[config.mk]
export PLATFORM = sky130hd
export DESIGN_NAME = led_stretch_flat
export DESIGN_NICKNAME = d
export VERILOG_FILES = /design/src/rtl/led_stretch_if.sv /design/src/rtl/led_stretch.sv /design/src/flat_wrapper.sv
export SDC_FILE = /design/constraint.sdc
export NUM_CORES = 1
export LEC_CHECK = 0
export CAP_MARGIN = 20
export CORE_MARGIN = 2
export CORE_UTILIZATION = 38
export CTS_CLUSTER_DIAMETER = 50
export CTS_CLUSTER_SIZE = 28
export DETAILED_ROUTE_END_ITERATION = 10
export GPL_TIMING_DRIVEN = 0
export SLEW_MARGIN = 15
export SYNTH_ARGS = -nofsm -noshare
export SYNTH_HDL_FRONTEND = slang
export SYNTH_SLANG_ARGS = --single-unit
[constraint.sdc]
create_clock -name CLK -period 2 [get_ports CLK]
set_input_delay 0.6 -clock CLK [delete_from_list [all_inputs] [get_ports CLK]]
set_output_delay 0.6 -clock CLK [all_outputs]
set_load 0.02 [all_outputs]
[src/rtl/led_stretch_if.sv]
// led_stretch_if: flag/clear inputs and LED/status outputs of the LED pulse stretcher
interface led_stretch_if #(
  parameter int CNT_W = 8
);
  logic FLAG_IN;
  logic CNT_CLR;
  logic LED_OUT;
  logic BUSY;
  logic [CNT_W-1:0] EVT_CNT;
  logic EVT_DROP;
  modport master (output FLAG_IN, CNT_CLR, input LED_OUT, BUSY, EVT_CNT, EVT_DROP);
  modport slave (input FLAG_IN, CNT_CLR, output LED_OUT, BUSY, EVT_CNT, EVT_DROP);
endinterface

[src/rtl/led_stretch.sv]
// led_stretch: stretches each rising edge of the in-range flag into a visible LED pulse,
// enforces an off gap between pulses, counts accepted edges and flags dropped ones.
// Optional LED blinking during the hold is enabled by defining LED_STRETCH_BLINK_EN.
module led_stretch #(
  parameter int HOLD_CYCLES = 8,
  parameter int GAP_CYCLES  = 2,
  parameter int BLINK_HALF  = 2,
  parameter int CNT_W       = 8
) (
  input logic CLK,
  input logic RST_X,
  led_stretch_if.slave bus
);
  localparam int TMAX = HOLD_CYCLES > GAP_CYCLES ? HOLD_CYCLES : GAP_CYCLES;
  localparam int TW = $clog2(TMAX);
  localparam logic [TW-1:0] HOLD_LD = TW'(HOLD_CYCLES - 1);
  localparam logic [TW-1:0] GAP_LD = TW'(GAP_CYCLES - 1);
  typedef enum logic [1:0] {IDLE, HOLD, GAP} state_t;
  state_t state, state_d;
  logic [TW-1:0] timer, timer_d;
  logic flag_q, rise, acc, drop;
  if (HOLD_CYCLES < 2 || GAP_CYCLES < 1 || BLINK_HALF < 1 || CNT_W < 1) begin : g_bad_param
    $error("led_stretch: illegal parameter value");
  end
  // edge detector history, FSM state and shared hold/gap timer
  always_ff @(posedge CLK or negedge RST_X) begin
    if (!RST_X) begin
      flag_q <= 1'b0;
      state <= IDLE;
      timer <= '0;
    end else begin
      flag_q <= bus.FLAG_IN;
      state <= state_d;
      timer <= timer_d;
    end
  end
  // next state: a rise in HOLD retriggers even when the timer expires, a rise in GAP is dropped
  always_comb begin
    rise = bus.FLAG_IN & ~flag_q;
    state_d = state;
    timer_d = timer;
    acc = 1'b0;
    drop = 1'b0;
    case (state)
      IDLE: begin
        if (rise) begin
          state_d = HOLD;
          timer_d = HOLD_LD;
          acc = 1'b1;
        end
      end
      HOLD: begin
        if (rise) begin
          timer_d = HOLD_LD;
          acc = 1'b1;
        end else if (timer == '0) begin
          state_d = GAP;
          timer_d = GAP_LD;
        end else begin
          timer_d = timer - TW'(1);
        end
      end
      GAP: begin
        drop = rise;
        if (timer == '0) state_d = IDLE;
        else timer_d = timer - TW'(1);
      end
      default: state_d = IDLE;
    endcase
  end
  // status outputs lag the state by one cycle; clear beats a simultaneous increment
  always_ff @(posedge CLK or negedge RST_X) begin
    if (!RST_X) begin
      bus.BUSY <= 1'b0;
      bus.EVT_DROP <= 1'b0;
      bus.EVT_CNT <= '0;
    end else begin
      bus.BUSY <= state != IDLE;
      bus.EVT_DROP <= drop;
      bus.EVT_CNT <= bus.CNT_CLR ? '0 : (acc && ~&bus.EVT_CNT) ? bus.EVT_CNT + CNT_W'(1) : bus.EVT_CNT;
    end
  end
`ifdef LED_STRETCH_BLINK_EN
  localparam int PW = $clog2(2 * BLINK_HALF);
  logic [PW-1:0] ph;
  // blink phase restarts on every accepted edge so the LED always opens with an on half
  always_ff @(posedge CLK or negedge RST_X) begin
    if (!RST_X) ph <= '0;
    else ph <= acc ? '0 : (state != HOLD) ? ph : (ph == PW'(2 * BLINK_HALF - 1)) ? '0 : ph + PW'(1);
  end
  // LED blinks while holding and is dark everywhere else
  always_ff @(posedge CLK or negedge RST_X) begin
    if (!RST_X) bus.LED_OUT <= 1'b0;
    else bus.LED_OUT <= (state == HOLD) && (ph < PW'(BLINK_HALF));
  end
`else
  // LED is steady on for the whole hold
  always_ff @(posedge CLK or negedge RST_X) begin
    if (!RST_X) bus.LED_OUT <= 1'b0;
    else bus.LED_OUT <= state == HOLD;
  end
`endif
endmodule

[src/flat_wrapper.sv]
// flat-port wrapper written by rule: the top's interface ports become plain ports
module led_stretch_flat 
#(
  parameter int HOLD_CYCLES = 8,
  parameter int GAP_CYCLES  = 2,
  parameter int BLINK_HALF  = 2,
  parameter int CNT_W       = 8
)
  (CLK, RST_X, bus_FLAG_IN, bus_CNT_CLR, bus_LED_OUT, bus_BUSY, bus_EVT_CNT, bus_EVT_DROP);
  led_stretch_if #(.CNT_W(CNT_W)) bus_i ();
  input logic CLK;
  input logic RST_X;
  input wire logic [$bits(bus_i.FLAG_IN)-1:0] bus_FLAG_IN;
  input wire logic [$bits(bus_i.CNT_CLR)-1:0] bus_CNT_CLR;
  output wire logic [$bits(bus_i.LED_OUT)-1:0] bus_LED_OUT;
  output wire logic [$bits(bus_i.BUSY)-1:0] bus_BUSY;
  output wire logic [$bits(bus_i.EVT_CNT)-1:0] bus_EVT_CNT;
  output wire logic [$bits(bus_i.EVT_DROP)-1:0] bus_EVT_DROP;
  assign bus_i.FLAG_IN = bus_FLAG_IN;
  assign bus_i.CNT_CLR = bus_CNT_CLR;
  assign bus_LED_OUT = bus_i.LED_OUT;
  assign bus_BUSY = bus_i.BUSY;
  assign bus_EVT_CNT = bus_i.EVT_CNT;
  assign bus_EVT_DROP = bus_i.EVT_DROP;
  led_stretch #(.HOLD_CYCLES(HOLD_CYCLES), .GAP_CYCLES(GAP_CYCLES), .BLINK_HALF(BLINK_HALF), .CNT_W(CNT_W)) u_core (.CLK(CLK), .RST_X(RST_X), .bus(bus_i));
endmodule
==> results.json <==
{
  "run_status": "finished clean",
  "min_period_ns": 1.93,
  "place_congestion": 0.764,
  "holdWs_ns": 0.548,
  "syn_avg_cell_area_sq_um": 9.96,
  "cts_htree_levels": 1,
  "crit_path_max_incr_delay_ns": 0.62,
  "nFillCells": 221,
  "regToRegStartpoint": "u_core.state[1]",
  "register_area_sq_um": 425,
  "syn_to_final_growth_pct": 22.7,
  "reg2reg_slack_ns": 0.21,
  "ys_seq_area_share_pct": 45.5,
  "cts_inserted_buffers": 3,
  "path_class": "reg -> out",
  "drt_pass1_iterations": 4,
  "netlist_area_sq_um": 936,
  "yosys-top-cells-area": "dfrtp_1 45%, ha_1 11%, o21ai_0 4.3%",
  "dpl.cell_count": 135,
  "crit_start": "u_core.bus.EVT_CNT[7]",
  "cts_tree": "done",
  "timing.fmax_mhz": 519,
  "setup_viol": 0,
  "drtAntennaViolNets": 0,
  "drive_gt1_share_pct": 7.21,
  "hold_path.class": "reg -> reg",
  "tightest_slew_ns": 0.795,
  "end_kind": "output pin",
  "grt_setup_unrepaired": "no",
  "wl_um": 1810,
  "grt_pass1_wl_um": 3130,
  "grt_overflow": 0,
  "multi_input_area_sq_um": 484,
  "syn-num-nets": 106,
  "worstHoldStart": "u_core.timer[0]",
  "r2r_end": "u_core.bus.EVT_CNT[7]",
  "critPathCapture": "bus_EVT_CNT[7]",
  "placed_area_sq_um": 1100,
  "synth_seq_cells": 17,
  "rows": 17,
  "synth_top_area_share_pct": 45.5,
  "crit_family": "buffers and inverters",
  "io_buffers": 13,
  "p_per_area_nw_per_um2": 1110,
  "p_leak_nw": 0.549,
  "fin_cells": 139,
  "cp.depth": 1,
  "required_ns": 1.40,
  "grtUsageTotal_pct": 15.1,
  "synthArstFlopShare_pct": 100,
  "core_area_sq_um": 2280,
  "antenna_found_initial": 0,
  "wl_per_cell_um": 13.0,
  "hold_violations": 0,
  "drc": 0,
  "design_area_sq_um": 1150,
  "worst-path-max-fanout": 5,
  "start_util_pct": 41.1,
  "clock_sinks": 17,
  "vias": 749,
  "grt_pass1_vias": 698,
  "fp.dieW_um": 53.6,
  "synth-edff-count": 0,
  "crit_chain": "clkdlybuf4s50_1",
  "ys_warn_count": 0,
  "grt_max_degree": 18,
  "synth_flop_cell": "dfrtp_1",
  "synth_top_area_cell": "dfrtp_1",
  "skew_ns": 0.00507,
  "clk_latency_ns": 0.28,
  "drv_cap": 0,
  "diodes": 0,
  "startpoint_type": "register",
  "crit_slowest_cell": "clkdlybuf4s50_1",
  "die_y_um": 53.6,
  "synth_cells": 94,
  "drt_iter0_drc": 15,
  "period_share_pct": 96.3,
  "synth.distinct_cells": 32,
  "path_buf_inv": 1,
  "fin_nets": 124,
  "vias_per_cell": 5.39,
  "ir_worst_vdd_mv": 0.659,
  "path_clk_slew_ns": 0.10,
  "slew_viol_final": 0,
  "cp.arrival_ns": 1.33,
  "dp_hpwl_um": 1290,
  "die_area_sq_um": 2880,
  "clockRootBuffer": "clkbuf_4",
  "io_pins": 15,
  "relSlewSlack_pct": 46.8,
  "clock_path_buffers": 2,
  "rr_worst_depth": 5
}
## final cells by class
type	count	area share [%]
inverter	6	1.96
multi-input combinational	69	42.2
buffer	2	1.31
timing repair buffer	13	12.2
tap	28	3.05
sequential	17	37.0
clock buffer	4	2.29
## cell families after synthesis
logic type | count (synthesis) | share of synthesized area [%]
adder cells (fa/ha/maj) | 8 | 10.7
AND/OR/NAND/NOR | 32 | 18.4
buffers and inverters | 8 | 4.01
AO/OA/AOI/OAI | 27 | 19.4
multiplexers | 1 | 1.07
flip-flops | 17 | 45.5
XOR/XNOR | 1 | 0.936
## metrics by stage
step           setup TNS (ns)  util [%]  setup slack [ns]  total power [mW]
2_1_floorplan               0         -             0.385             0.911
3_3_place_gp           -0.899      48.4            -0.143              1.06
3_5_place_dp            -1.26      48.4            -0.191              1.07
4_1_cts                     0      49.5           0.00724              1.26
5_1_grt                     0      50.5            0.0140              1.39
6_report                    0      50.5            0.0735              1.28
## synth_stat cells, types with 2 or more instances
master / n
dfrtp_1: 17
ha_1: 8
o21ai_0: 8
nand3_1: 5
or4_1: 2
nand3b_1: 2
a21oi_1: 7
a31oi_1: 2
nor2_1: 5
nand2_1: 6
or3_1: 3
inv_1: 6
nor2b_1: 2
nand2b_1: 2
o31ai_1: 2
## how the worst min path moves through the flow
stage / to / slack [ns] / cells after the start
2_1_floorplan: u_core.bus.BUSY / 0.30 / 0
3_3_place_gp: u_core.timer[0] / 0.52 / 1
3_5_place_dp: u_core.timer[0] / 0.52 / 1
4_1_cts: u_core.timer[0] / 0.54 / 1
5_1_grt: u_core.timer[1] / 0.60 / 2
6_report: u_core.timer[0] / 0.55 / 1
## metal layers
layer | track usage [%] | part of all wire, % | vias up
li1 | - | - | 379
met1 | 21.1 | 52 | 355
met2 | 23.0 | 44 | 13
met3 | 2.50 | 3.5 | 2
met4 | 6.41 | 0.77 | 0
met5 | 0 | 0 | -
## state kept, by name, summed over array words and instances, names as in the netlist
signal	flops
u_core.flag_q	1
u_core.bus.LED_OUT	1
u_core.bus.EVT_DROP	1
u_core.timer	3
u_core.bus.BUSY	1
u_core.state	2
u_core.bus.EVT_CNT	8
## where the power goes
group / switching (mW) / internal (mW) / total, mW
logic: 0.353 / 0.273 / 0.626
clock network: 0.104 / 0.0774 / 0.181
registers: 0.0487 / 0.423 / 0.472
## placed cells by master (no fill, tap or decap), types with 2 or more instances in the layout
cell and count:
dfrtp_1 17, clkdlybuf4s50_1 9, o21ai_0 8, ha_1 8
a21oi_1 7, inv_1 6, nand2_1 6, nand3_1 5
nor2_1 5, dlymetal6s2s_1 4, or3_1 3, clkbuf_4 3
nand2b_1 2, nor2b_1 2, nand3b_1 2, a31oi_1 2
o31ai_1 2, or4_1 2
## timing repair
action	4_1_cts	5_1_grt
gates resized for setup	0	5
buffers inserted	0	0
endpoints found under the setup margin	0	5
endpoints found under the hold margin	0	0
hold buffers	0	0
(Power assumes the default switching activity.)
